===== src/rtl/usr_sequencer.sv =====
// Command sequencer for the 4-bit universal shift register.
// Loads a word, shifts it count times, returns the bits that exit.
module usr_sequencer #(
  parameter int WIDTH = 4,
  parameter int CNT_W = 3
) (
  input  logic             clk,
  input  logic             rst,
  input  logic             in_valid,
  output logic             in_ready,
  input  logic [WIDTH-1:0] in_data,
  input  logic             in_dir,
  input  logic [CNT_W-1:0] in_count,
  input  logic             in_fill,
  output logic [1:0]       select,
  output logic [WIDTH-1:0] p_din,
  output logic             s_left_din,
  output logic             s_right_din,
  input  logic             s_left_dout,
  input  logic             s_right_dout,
  output logic             out_valid,
  input  logic             out_ready,
  output logic [WIDTH-1:0] out_data
);

  typedef enum logic [1:0] {
    IDLE,
    LOAD,
    SHIFT,
    DONE
  } state_t;

  localparam logic [CNT_W-1:0] MAX_CNT = CNT_W'(WIDTH);

  state_t           state;
  logic [WIDTH-1:0] data;
  logic             dir;
  logic             fill;
  logic [CNT_W-1:0] cnt;
  logic [CNT_W-1:0] idx;
  logic [WIDTH-1:0] cap;
  logic             exit_bit;
  logic [WIDTH-1:0] cap_next;

  // The bit leaving the register this cycle, before the edge shifts it out
  assign exit_bit = dir ? s_left_dout : s_right_dout;
  assign cap_next = cap | (WIDTH'(exit_bit) << idx);

  always_ff @(posedge clk) begin
    if (!rst) begin
      state       <= IDLE;
      data        <= '0;
      dir         <= 1'b0;
      fill        <= 1'b0;
      cnt         <= '0;
      idx         <= '0;
      cap         <= '0;
      in_ready    <= 1'b1;
      select      <= 2'b00;
      p_din       <= '0;
      s_left_din  <= 1'b0;
      s_right_din <= 1'b0;
      out_valid   <= 1'b0;
      out_data    <= '0;
    end else begin
      unique case (state)
        IDLE: begin
          if (in_valid) begin
            data     <= in_data;
            dir      <= in_dir;
            fill     <= in_fill;
            cnt      <= (in_count > MAX_CNT) ? MAX_CNT : in_count;
            idx      <= '0;
            cap      <= '0;
            in_ready <= 1'b0;
            select   <= 2'b11;
            p_din    <= in_data;
            state    <= LOAD;
          end
        end
        LOAD: begin
          p_din <= '0;
          if (cnt != '0) begin
            select      <= dir ? 2'b10 : 2'b01;
            s_left_din  <= dir & fill;
            s_right_din <= ~dir & fill;
            state       <= SHIFT;
          end else begin
            select    <= 2'b00;
            out_valid <= 1'b1;
            out_data  <= cap;
            state     <= DONE;
          end
        end
        SHIFT: begin
          cap <= cap_next;
          idx <= idx + CNT_W'(1);
          if (idx == cnt - CNT_W'(1)) begin
            select      <= 2'b00;
            s_left_din  <= 1'b0;
            s_right_din <= 1'b0;
            out_valid   <= 1'b1;
            out_data    <= cap_next;
            state       <= DONE;
          end
        end
        DONE: begin
          if (out_ready) begin
            out_valid <= 1'b0;
            out_data  <= '0;
            in_ready  <= 1'b1;
            state     <= IDLE;
          end
        end
        default: state <= IDLE;
      endcase
    end
  end

endmodule


===== config.mk =====
export PLATFORM = sky130hd
export DESIGN_NAME = usr_sequencer
export DESIGN_NICKNAME = d
export VERILOG_FILES = /design/src/rtl/usr_sequencer.sv
export SDC_FILE = /design/constraint.sdc
export NUM_CORES = 1
export LEC_CHECK = 0
export BUFFER_PORTS_ARGS = -buffer_cell sky130_fd_sc_hd__clkbuf_2
export CORE_MARGIN = 3
export CORE_UTILIZATION = 58
export DETAILED_ROUTE_END_ITERATION = 12
export PLACE_DENSITY = 0.87
export SETUP_SLACK_MARGIN = 0.2
export SLEW_MARGIN = 20
export SYNTH_ARGS = -nofsm -noshare
export SYNTH_HDL_FRONTEND = slang
export SYNTH_SLANG_ARGS = --single-unit

===== constraint.sdc =====
create_clock -name clk -period 3.2 [get_ports clk]
set_input_delay 0 -clock clk [delete_from_list [all_inputs] [get_ports clk]]
set_output_delay 0 -clock clk [all_outputs]
set_load 0.05 [all_outputs]

== Yosys cells after proc, flatten, opt, wreduce, memory -nomap -nowiden ==
Cells that the tools add are included.

* Reductions and logical operators: 16
* Magnitude comparators: 1
* Eq/ne operators: 9
* Bitwise gates (word level): 4
* Add/sub/neg operators: 2
* Mux-type cells: 34
* Shift-type cells: 1

{| class="wikitable"
|+ Operator list
! kind !! number
|-
| 4-bit 2-to-1 mux || 5
|-
| 4-bit one-hot mux with 2 select lines || 2
|-
| 2-bit 2-to-1 mux || 7
|-
| 4-bit one-hot mux with 3 select lines || 1
|-
| 3-bit AND reduction || 4
|-
| 1-bit 2-to-1 mux || 10
|-
| 2-bit inequality test, second input constant || 5
|-
| 3-bit nonzero test || 3
|-
| 2-bit one-hot mux with 4 select lines || 1
|-
| 2-bit nonzero test || 4
|-
| 3-bit 2-to-1 mux || 2
|-
| 1-bit one-hot mux with 2 select lines || 3
|-
| 2-bit one-hot mux with 3 select lines || 1
|-
| 3-bit one-hot mux with 2 select lines || 1
|-
| 2-bit AND reduction || 3
|-
| 2-bit == test, second input constant || 2
|-
| 4-bit OR || 1
|-
| 4-bit AND reduction || 1
|-
| 1-bit by 3-bit left shift with 4-bit output || 1
|-
| 3-bit by 1-bit adder with 3-bit output, second input constant || 1
|-
| 3-bit == test || 1
|-
| 3-bit greater-than comparator, second input constant || 1
|-
| 1-bit one-hot mux with 3 select lines || 1
|-
| 3-bit by 1-bit subtractor with 3-bit output, second input constant || 1
|-
| other kinds (4) || 5
|}

* Flip-flop bits (word level): 28
* Output and inout port bits: 14
* Input bits: 15
* Word-level logic and storage cells: 80

== Depth between registers and ports, before layout ==
Gate-level depths: netlist of the first run.

* Word-level depth: 5
* Gate-level depth with buffers: 7
* Gate-level depth less buffers: 6

== Worst setup path before layout of the first run ==
Ideal clock, no wire load.

* Path kind: flip-flop to flip-flop
* Start point: register cnt[0]
* End point: register out_data[0]
* Setup time: 122 ps
* Period minus slack after synthesis: 1939 ps
* Data arrival time: 1817 ps
* Setup slack: 1261 ps
* Stages on the path, launching flop included: 8
* Data required time: 3078 ps
* Cells stage by stage: dfxtp_1 > inv_1 > ha_1 > xnor2_1 > o31a_1 > a2111o_1 > buf_2 > mux2i_1

* Word-level cells in the longest chain between the ends: 4
* Elaborated cells between the ends (all ways): 6
* Those cells by class: 1 x add/sub; 3 x eq/ne; 2 x reduce/logical

{| class="wikitable"
|+ RTL lines
! what !! line !! text
|-
| start: declaration || 39 || <nowiki>logic [CNT_W-1:0] cnt;</nowiki>
|-
| start signal: assignment || 72 || <nowiki>cnt <= (in_count > MAX_CNT) ? MAX_CNT : in_count;</nowiki>
|-
| 3-bit by 1-bit subtractor with 3-bit output || 98 || <nowiki>if (idx == cnt - CNT_W'(1)) begin</nowiki>
|-
| 3-bit == test || 98 ||
|-
| 2-bit inequality test (no line) || n/a ||
|-
| 4-bit AND reduction (no line) * || n/a ||
|-
| end signal: assignment || 91 || <nowiki>out_data <= cap;</nowiki>
|-
| end signal: assignment || 103 || <nowiki>out_data <= cap_next;</nowiki>
|-
| end: declaration || 23 || <nowiki>output logic [WIDTH-1:0] out_data</nowiki>
|}

Mark *: on every way between the ends. The rest lies on a longest branch, timed or not.
A chain may end at the register's enable or synchronous reset.

== Final worst setup path of the first run ==
* Start point: register state[0]
* End point: register cap[3]

* Word-level cells in the longest chain between the ends: 3
* Elaborated cells between the ends (all ways): 6
* Those cells by class: 2 x eq/ne; 1 x mux; 3 x reduce/logical

{| class="wikitable"
|+ RTL lines
! what !! line !! text
|-
| start: declaration || 35 || <nowiki>state_t state;</nowiki>
|-
| start signal: assignment || 51 || <nowiki>state <= IDLE;</nowiki>
|-
| start signal: assignment || 78 || <nowiki>state <= LOAD;</nowiki>
|-
| start signal: assignment || 87 || <nowiki>state <= SHIFT;</nowiki>
|-
| 2-bit == test / 2-bit logical NOT (equally long branches) || 66 || <nowiki>unique case (state)</nowiki>
|-
| 2-bit nonzero test (no line) / 2-bit inequality test (equally long branches) || n/a ||
|-
| 2-bit AND reduction (no line) || n/a ||
|-
| end signal: assignment || 96 || <nowiki>cap <= cap_next;</nowiki>
|-
| end: declaration || 41 || <nowiki>logic [WIDTH-1:0] cap;</nowiki>
|}

Several ways; a longest one is shown, not always the timed one.

==> results of run 1 <==
-- registers in the layout (all words and copies together), names as in the netlist --
name / cells
fill: 1
select: 2
cnt: 3
cap: 4
state: 2
in_ready: 1
p_din: 4
idx: 3
dir: 1
s_left_din: 1
out_valid: 1
out_data: 4
s_right_din: 1
-- metal layers --
| metal | wire, microns | part of all wire, % |
|---|---|---|
| met1 | 1450 | 49 |
| met2 | 1370 | 46 |
| met3 | 112 | 3.8 |
| met4 | 40 | 1.3 |
| met5 | 0 | 0 |
-- timing repair --
action | CTS | global route
hold endpoints to repair | 7 | 0
buffers inserted | 0 | 0
hold buffers | 7 | 0
-- final timing paths --
check              startpoint          end  slack [ps]  cells after the start
setup / recovery     state[0]       cap[3]        1060                      6
hold / removal       in_valid          dir          20                      3
setup reg to reg     state[0]       cap[3]        1060                      6
hold reg to reg   out_data[3]  out_data[3]         470                      2
-- critical path, stage by stage (launching register included) --
cell,delay [ps]
dfxtp_1,410
inv_1,100
ha_1,340
nor2b_1,280
nor4b_1,630
a32oi_1,190
nor2b_1,130
-- cells in the final DEF, fill, tap and decap left out, drive strengths merged, types with 2 or more instances in the layout --
| master | Yosys | final |
|---|---|---|
| clkbuf | 8 | 32 |
| dfxtp | 28 | 28 |
| nor2b | 17 | 17 |
| nand2 | 15 | 15 |
| mux2i | 8 | 8 |
| nor2 | 7 | 7 |
| o21ai | 7 | 7 |
| a22oi | 7 | 7 |
| ha | 7 | 7 |
| dlygate4sd3 | 0 | 7 |
| inv | 6 | 6 |
| a21oi | 5 | 5 |
| nand2b | 4 | 4 |
| nand3 | 4 | 4 |
| and3 | 4 | 4 |
| a21boi | 4 | 4 |
| o221a | 3 | 3 |
| nor3b | 3 | 3 |
| xnor2 | 2 | 2 |
| nor4 | 2 | 2 |
| nor3 | 2 | 2 |
| a32oi | 2 | 2 |
-- stage by stage --
stage	utilization, %	hold WS [ps]	worst slack, ps
global route	74.3	40.5	865
finish	74.3	24.0	1060
floorplan	-	143	1260
CTS	74.3	10.9	1080
detailed placement	69.6	259	1120
global placement	69.6	250	1190
-- power by group --
part / internal [W] / total, W / switching, W
Clock: 0.0000696 / 0.000170 / 0.000100
Sequential: 0.000410 / 0.000461 / 0.0000509
Combinational: 0.000225 / 0.000641 / 0.000416
Total: 0.000704 / 0.00127 / 0.000567
-- logic make-up (layout without fill, tap and decap cells) --
family | Yosys count | in the layout | share of synthesized area [%]
xor gates and xnor gates | 3 | 3 | 2.86
buffers and inverters | 15 | 45 | 3.99
adders and majority gates | 7 | 7 | 6.07
AOI/OAI and AO/OA | 35 | 35 | 17.8
muxes | 9 | 9 | 6.33
DFF | 28 | 28 | 38.8
and+or+nand+nor | 64 | 64 | 24.2
-- final cells by class --
class	instances	area (sq um)
Timing Repair Buffer	35	210
Clock buffer	4	36.3
Multi-Input combinational cell	118	826
Fill cell	167	586
Sequential cell	28	561
Inverter	6	22.5
Tap cell	28	35.0
==> impl_metrics.yaml, run 1 <==
placement:
  dpl_cell_area_sq_mm: 0.00158
  dp_hpwl_mm: 2.17
  gp_congestion: 0.806
  place_inst: 208
  numPortBuffers: 28
drt:
  drt_first_pass_iters: 4
  totalWireLength_mm: 2.98
  drcViolationCount: 0
  vias_per_cell: 5.70
  dr_total_vias: 1248
  drt-initial-drc-count: 31
  drtAntennaViolNets: 0
  wl_per_cell_microns: 13.6
clock_network:
  htreeDepth: 1
  cts-buffers-inserted: 3
  cts_tree: "done"
  cts_sinks: 28
  clkTransAtPathRegs_ps: 150
  cts_buffer_depth: 2
  cts-resized-gates: 0
  clock-root-buffer: "clkbuf_4"
  insertion_delay_ps: 330
run_status:
  status: "finished clean"
power_and_ir_drop:
  leakage_nw: 0.718
  vdd_drop_max_v: 0.000612
  finalPower_w: 0.00127
  p_per_area_mw_per_mm2: 752
timing:
  rsz0062_at_grt: "false"
  hold_violations: 0
  finalCriticalPeriod_ps: 2140
  drv_slew: 0
  fin_tns_setup_ps: 0
  finalClockSkew_ps: 7.91
  period_share_pct: 66.8
  setup_viol: 0
  tightest_slew_ps: 704
  fmax_mhz: 468
  relSlewSlack_pct: 52.4
die:
  start_util_pct: 63.4
  fp.coreArea_sq_mm: 0.00228
  fp.dieArea_sq_mm: 0.00312
  die_h_microns: 55.9
  num_rows: 17
  dieWidth_microns: 55.9
  io-pin-count: 29
synth:
  ys_types: 37
  synth-main-ff-cell: "dfxtp_1"
  ys_ff_latch: 28
  synth-seq-area-share_pct: 38.8
  ys_warn_count: 0
  synth_top_area_share_pct: 38.8
  synth_area_sq_mm: 0.00144
  synthesis.instances: 161
  postSynthAreaPerCell_sq_um: 8.97
  synth_edf_count: 0
  netlist_top_cells_area: "dfxtp_1 (39%), nor2b_1 (7.4%), ha_1 (6.1%)"
  synth.most_common_cell: "dfxtp_1"
  syn_nets: 183
  synth_top_area_cell: "dfxtp_1"
  async_flop_share_pct: 0
  ys_top_cells_by_count: "dfxtp_1 (28), nor2b_1 (17), nand2_1 (15)"
global_routing:
  grt_max_degree: 34
  grt_use_total_pct: 19.6
  grt.met3_usage_pct: 2.09
  globalRouteMet2Util_pct: 34.3
  antenna_found_initial: 0
  grt_pass1_vias: 1185
  grt_first_pass_wirelength_mm: 5.02
  top_usage_layer: "met2"
  groute.layer.met1.usage_pct: 25.3
  overflow: 0
final_layout:
  finalInstanceArea_sq_mm: 0.00169
  diodes: 0
  drive_gt1_share_pct: 18.8
  nNetsFinal: 214
  area_growth_pct: 17.1
  fin_cells: 219
worst_setup_path:
  cp-start-kind: "flip-flop"
  end_kind: "flip-flop"
  path_max_fanout: 11
  critical_path_arrival_ps: 2410
  crit_type: "flip-flop to flip-flop"
  crit_required_ps: 3480
job:
  maxCapViolations: 0
worst_hold_path:
  hp-class: "primary input to flip-flop"
No activity file was read; power rests on OpenSTA's default activity.
==> run 2: changes to the inputs <==
--- a/config.mk
+++ b/config.mk
@@ -5,11 +5,13 @@
 export SDC_FILE = /design/constraint.sdc
 export NUM_CORES = 1
 export LEC_CHECK = 0
+export ABC_AREA = 1
 export BUFFER_PORTS_ARGS = -buffer_cell sky130_fd_sc_hd__clkbuf_2
+export CORE_ASPECT_RATIO = 2
 export CORE_MARGIN = 3
-export CORE_UTILIZATION = 58
+export CORE_UTILIZATION = 49
 export DETAILED_ROUTE_END_ITERATION = 12
-export PLACE_DENSITY = 0.87
+export PLACE_DENSITY = 0.78
 export SETUP_SLACK_MARGIN = 0.2
 export SLEW_MARGIN = 20
 export SYNTH_ARGS = -nofsm -noshare
==> constraint.sdc (replaced) <==
create_clock -name clk -period 1.7 [get_ports clk]
set_input_delay 0 -clock clk [delete_from_list [all_inputs] [get_ports clk]]
set_output_delay 0 -clock clk [all_outputs]
set_load 0.05 [all_outputs]
==> run 2 against run 1 <==
  * Sequential power increased by 100%
  * Design area increased by 8.1%
  * Power increased by 150%
  * Largest cell class unchanged
  * Largest power group unchanged
==> impl_metrics.yaml, run 2 <==
drt:
  drt_first_pass_iters: 4
  vias_per_cell: 5.29
  drt-initial-drc-count: 45
  wl_per_cell_microns: 12.8
  drcViolationCount: 0
  drtAntennaViolNets: 0
  totalWireLength_mm: 3.58
  dr_total_vias: 1481
final_layout:
  final_common_cell: "nand2_1"
  nNetsFinal: 275
  fin_cells: 280
  fill_cells: 250
  layout_common_cells: "nand2_1 (47), clkbuf_2 (28), dfxtp_1 (25)"
  layout.area.seq_sq_um: 567
  diodes: 0
  largestRegisters: "cap x4, out_data x4, p_din x4"
  area_growth_pct: 23.5
  finalInstanceArea_sq_mm: 0.00183
  multi_input_area_sq_um: 842
  drive_gt1_share_pct: 30.3
timing:
  drv_slew: 0
  period_share_pct: 90.0
  relSlewSlack_pct: 73.1
  final.setup.worst_slack_ps: 170
  fmax_mhz: 653
  fin_tns_setup_ps: 0
  setup_viol: 0
  rsz0062_at_grt: "true"
  hold_violations: 0
  finalClockSkew_ps: 8.85
  tightest_slew_ps: 404
  finalCriticalPeriod_ps: 1530
global_routing:
  antenna_found_initial: 0
  grt_pass1_vias: 1407
  grt_max_degree: 22
  grt_first_pass_wirelength_mm: 5.87
  grt_use_total_pct: 20.1
  overflow: 0
power_and_ir_drop:
  power_frac_comb_pct: 58.1
  vdd_drop_max_v: 0.000919
  p_per_area_mw_per_mm2: 1710
  power_switching_w: 0.00153
  leakage_nw: 0.867
  seqPwrFrac_pct: 30.2
  p_sw_share_pct: 49.1
  internal_power_w: 0.00159
  p_clk_share_pct: 11.7
  finalPower_w: 0.00312
worst_setup_path:
  r2r-end: "out_data[3]"
  end_kind: "flip-flop"
  r2r-start: "cnt[0]"
  crit_required_ps: 1870
  r2r_setup_slack_ps: 170
  ff2ff_path_depth: 12
  cp-start-kind: "flip-flop"
  endpoint: "out_data[3]"
  path_max_fanout: 6
  critical_path_arrival_ps: 1710
  crit_type: "flip-flop to flip-flop"
  crit_start: "cnt[0]"
synth:
  async_flop_share_pct: 0
  synth_edf_count: 0
  synth_top_area_share_pct: 37.9
  postSynthAreaPerCell_sq_um: 6.94
  syn_nets: 235
  synth-main-ff-cell: "dfxtp_1"
  ys_warn_count: 0
  netlist_top_cells_area: "dfxtp_1 (38%), nand2_1 (13%), a21oi_1 (6.4%)"
  ys_types: 24
  synth.most_common_cell: "nand2_1"
  ys_ff_latch: 28
  synth_area_sq_mm: 0.00148
  synthesis.instances: 213
  synth_top_area_cell: "dfxtp_1"
  synth-seq-area-share_pct: 37.9
  ys_top_cells_by_count: "nand2_1 (50), dfxtp_1 (28), nor2_1 (24)"
die:
  num_rows: 27
  start_util_pct: 52.7
  die_h_microns: 83.7
  fp.coreArea_sq_mm: 0.00280
  io-pin-count: 29
  dieWidth_microns: 44.8
  fp.dieArea_sq_mm: 0.00375
run_status:
  status: "finished clean"
placement:
  dp_hpwl_mm: 2.43
  gp_congestion: 0.829
  numPortBuffers: 28
  place_inst: 267
  dpl_cell_area_sq_mm: 0.00162
  place_ws_ps: 110
worst_hold_path:
  hp-class: "primary input to flip-flop"
  hold_path.startpoint: "in_fill"
clock_network:
  htreeDepth: 1
  cts-buffers-inserted: 3
  clock-root-buffer: "clkbuf_8"
  cts_sinks: 28
  cts_buffer_depth: 2
  insertion_delay_ps: 280
  cts_tree: "done"
  clkTransAtPathRegs_ps: 100
job:
  maxCapViolations: 0
## run 2: how the worst min path moves through the flow
stage                     to  slack (ps)  depth (start not counted)
floorplan           p_din[0]         150                          2
global placement    p_din[3]         240                          3
detailed placement  p_din[0]         250                          3
CTS                     fill           6                          3
global route            fill          20                          3
finish                  fill           6                          3
## run 2: power groups by stage
| stage | Combinational (W) | Sequential [W] | Clock (W) |
|---|---|---|---|
| 6_report | 0.00181 | 0.000943 | 0.000366 |
| 3_5_place_dp | 0.00155 | 0.000931 | 0 |
| 2_1_floorplan | 0.000957 | 0.00124 | 0 |
| 3_3_place_gp | 0.00153 | 0.000925 | 0 |
| 4_1_cts | 0.00168 | 0.000926 | 0.000366 |
| 5_1_grt | 0.00203 | 0.000961 | 0.000391 |
## run 2: kinds of logic (layout without fill, tap and decap cells)
family          count (synthesis)  count (layout)  share of synthesized area [%]
compound gates                 40              40                           14.2
xor+xnor                        1               1                          0.592
fa+ha+maj                       7               7                           5.92
buf+inv                        33              70                           10.3
flops                          28              28                           37.9
simple gates                  104             105                           31.0
## run 2: critical path, cell delays in order (launching register included)
cell and delay [ps]:
dfxtp_2 360, inv_4 50, ha_4 260, inv_2 30
nand2_1 40, nand2_1 50, nor2_2 120, nand3_2 110
buf_4 160, nand2_4 80, nand3_1 70, nand2_1 60
nor2_1 40
## run 2: stage by stage
stage          hold slack, ps  utilization (%)
3_5_place_dp              245             57.9
4_1_cts                  6.46             62.9
5_1_grt                  20.7             65.1
2_1_floorplan             147                -
3_3_place_gp              236             57.9
6_report                 6.32             65.1
## run 2: cell type report
cell class	instances	area share, %
clock buffer	3	2.26
inverter	28	5.89
multi-input combinational	153	46.1
sequential	28	31.0
tap	29	1.99
timing repair buffer	39	12.7
## run 2: per-layer routing
metal / vias up / part of all wire (%) / track usage, %
met5: - / 0 / 0
met3: 11 / 3.9 / 3.24
met2: 43 / 54 / 34.3
li1: 755 / - / -
met4: 0 / 3.8 / 12.0
met1: 672 / 38 / 21.6
## run 2: repair_timing
action	4_1_cts	5_1_grt
gates cloned	1	0
setup buffers	3	2
setup endpoints to repair	12	22
hold buffers	4	0
gates resized for setup	11	17
pin swaps	9	10
endpoints found under the hold margin	4	0
==> run 3: changes to the inputs <==
--- a/config.mk
+++ b/config.mk
@@ -8,10 +8,10 @@
 export ABC_AREA = 1
 export BUFFER_PORTS_ARGS = -buffer_cell sky130_fd_sc_hd__clkbuf_2
 export CORE_ASPECT_RATIO = 2
-export CORE_MARGIN = 3
-export CORE_UTILIZATION = 49
+export CORE_MARGIN = 8
+export CORE_UTILIZATION = 45
 export DETAILED_ROUTE_END_ITERATION = 12
-export PLACE_DENSITY = 0.78
+export PLACE_DENSITY = 0.73
 export SETUP_SLACK_MARGIN = 0.2
 export SLEW_MARGIN = 20
 export SYNTH_ARGS = -nofsm -noshare
==> run 3 against run 2 <==
  * Sequential power is 1% lower
  * Combinational power hardly changed
  * Clock power is 1% lower
  * Critical path type unchanged
  * Highest routed layer unchanged
  * Count of clock-buffer cells in the layout stayed put
  * Worst hold slack better by 11 ps
  * Design area stayed put
  * Power is 1.6% lower
==> impl_metrics.yaml, run 3 (synthesized netlist as in run 2, its figures left out) <==
timing:
  finalCriticalPeriod_ps: 1520
  hold_violations: 0
  setup_viol: 0
  tightest_slew_ps: 394
  fin_tns_setup_ps: 0
  fmax_mhz: 658
  drv_slew: 0
  relSlewSlack_pct: 73.7
  finalClockSkew_ps: 4.20
  rsz0062_at_grt: "true"
  period_share_pct: 89.4
placement:
  place_inst: 269
  dp_hpwl_mm: 2.55
  numPortBuffers: 28
  gp_congestion: 0.863
worst_setup_path:
  path_delay_family: "simple AND/OR/NAND/NOR gates"
  cp_common_cell: "nand2_1"
  path_max_fanout: 7
  cp-start-kind: "flip-flop"
  cpPeakStageDelay_ps: 360
  crit_path_cell_trace: "inv_4, ha_4, inv_2, nand2_1, nand2_1, nor2_2, nand3_2, nand2_4, nand2_4, nand2_2, nand2_1, nor2_1"
  cp_num_buf_inv: 2
  critical_path_arrival_ps: 1730
  end_kind: "flip-flop"
  ff2ff_path_depth: 12
  crit_type: "flip-flop to flip-flop"
  crit_cells: 12
  crit_required_ps: 1910
  slowest_stage: "dfxtp_2"
final_layout:
  fill_cells: 313
  drive_gt1_share_pct: 28.4
  largestRegisters: "cap x4, out_data x4, p_din x4"
  area_growth_pct: 23.5
  diodes: 0
  final_common_cell: "nand2_1"
  fin_cells: 281
  fin_util_pct: 57.9
  nNetsFinal: 274
  layout_common_cells: "nand2_1 (49), clkbuf_2 (28), dfxtp_1 (24)"
run_status:
  status: "finished clean"
global_routing:
  overflow: 0
  grt.met3_usage_pct: 2.88
  grt_use_total_pct: 12.6
  top_usage_layer: "met2"
  grt_pass1_vias: 1423
  grt_first_pass_wirelength_mm: 5.91
  antenna_found_initial: 0
  globalRouteMet2Util_pct: 22.5
  groute.layer.met1.usage_pct: 12.6
  grt_max_degree: 22
drt:
  dr_total_vias: 1426
  totalWireLength_mm: 3.47
  drt_first_pass_iters: 4
  drcViolationCount: 0
  wl_per_cell_microns: 12.3
  drtAntennaViolNets: 0
  vias_per_cell: 5.07
  drt-initial-drc-count: 26
power_and_ir_drop:
  finalPower_w: 0.00307
  leakage_nw: 0.872
  p_per_area_mw_per_mm2: 1680
  vdd_drop_max_v: 0.000976
clock_network:
  htreeDepth: 1
  cts_tree: "done"
  cts_sinks: 28
  clock-root-buffer: "clkbuf_8"
  clkTransAtPathRegs_ps: 90
  cts_buffer_depth: 2
  insertion_delay_ps: 280
  cts-buffers-inserted: 3
die:
  io-pin-count: 29
  num_rows: 29
  dieWidth_microns: 56.5
  fp.coreArea_sq_mm: 0.00316
  die_h_microns: 97.1
  start_util_pct: 46.8
  fp.dieArea_sq_mm: 0.00549
worst_hold_path:
  hold_depth: 3
  hp-class: "primary input to flip-flop"
job:
  maxCapViolations: 0
==> run 3: final cells by class <==
cell class	instances	area [sq um]	area share [%]
well taps	31	38.8	2.12
multi-input cells	153	842	46.1
clock buffers	3	41.3	2.26
repair buffers	38	231	12.7
flip-flops and latches	28	566	31.0
inverters	28	108	5.89
==> run 3: per-layer routing <==
metal	share of wire, %	vias to the layer above
met1	40	630
met2	52	32
met5	0	-
met3	4.7	7
li1	-	757
met4	2.8	0
==> run 3: worst reg2reg max path, delay by kind of cell, from the launching register on <==
kind                     cells  cell delay [ps]
adder cells (fa/ha/maj)      1              260
buffers and inverters        2               80
flip-flops                   1              360
AND/OR/NAND/NOR              9              780
==> run 3: repair_timing <==
action / in CTS / in global routing
pin swaps: 9 / 3
endpoints found under the setup margin: 10 / 22
hold buffers: 5 / 0
endpoints found under the hold margin: 5 / 0
setup buffers: 2 / 1
gates cloned: 1 / 0
gates resized for setup: 14 / 12
==> run 3: final timing paths <==
check | start | endpoint | slack (ps)
max | cnt[0] | state[0] | 180
min | in_count[0] | cnt[0] | 20
max reg2reg | cnt[0] | state[0] | 180
min reg2reg | p_din[2] | p_din[2] | 470
==> run 3: power breakdown <==
| group | switching [W] | leakage, nW | internal [W] |
|---|---|---|---|
| registers | 0.000103 | 0.231 | 0.000826 |
| logic | 0.00119 | 0.620 | 0.000589 |
| clock network | 0.000203 | 0.0216 | 0.000159 |
| total | 0.00150 | 0.872 | 0.00157 |
==> run 3: through the flow <==
step                      setup slack, ps  hold slack (ps)  area (sq um)
after CTS                             179             14.8          1780
after global placement                136              238          1630
final                                 180             17.8          1830
after detailed placement              132              245          1630
after global routing                 93.5             46.7          1830
after floorplan                       248              147          1480
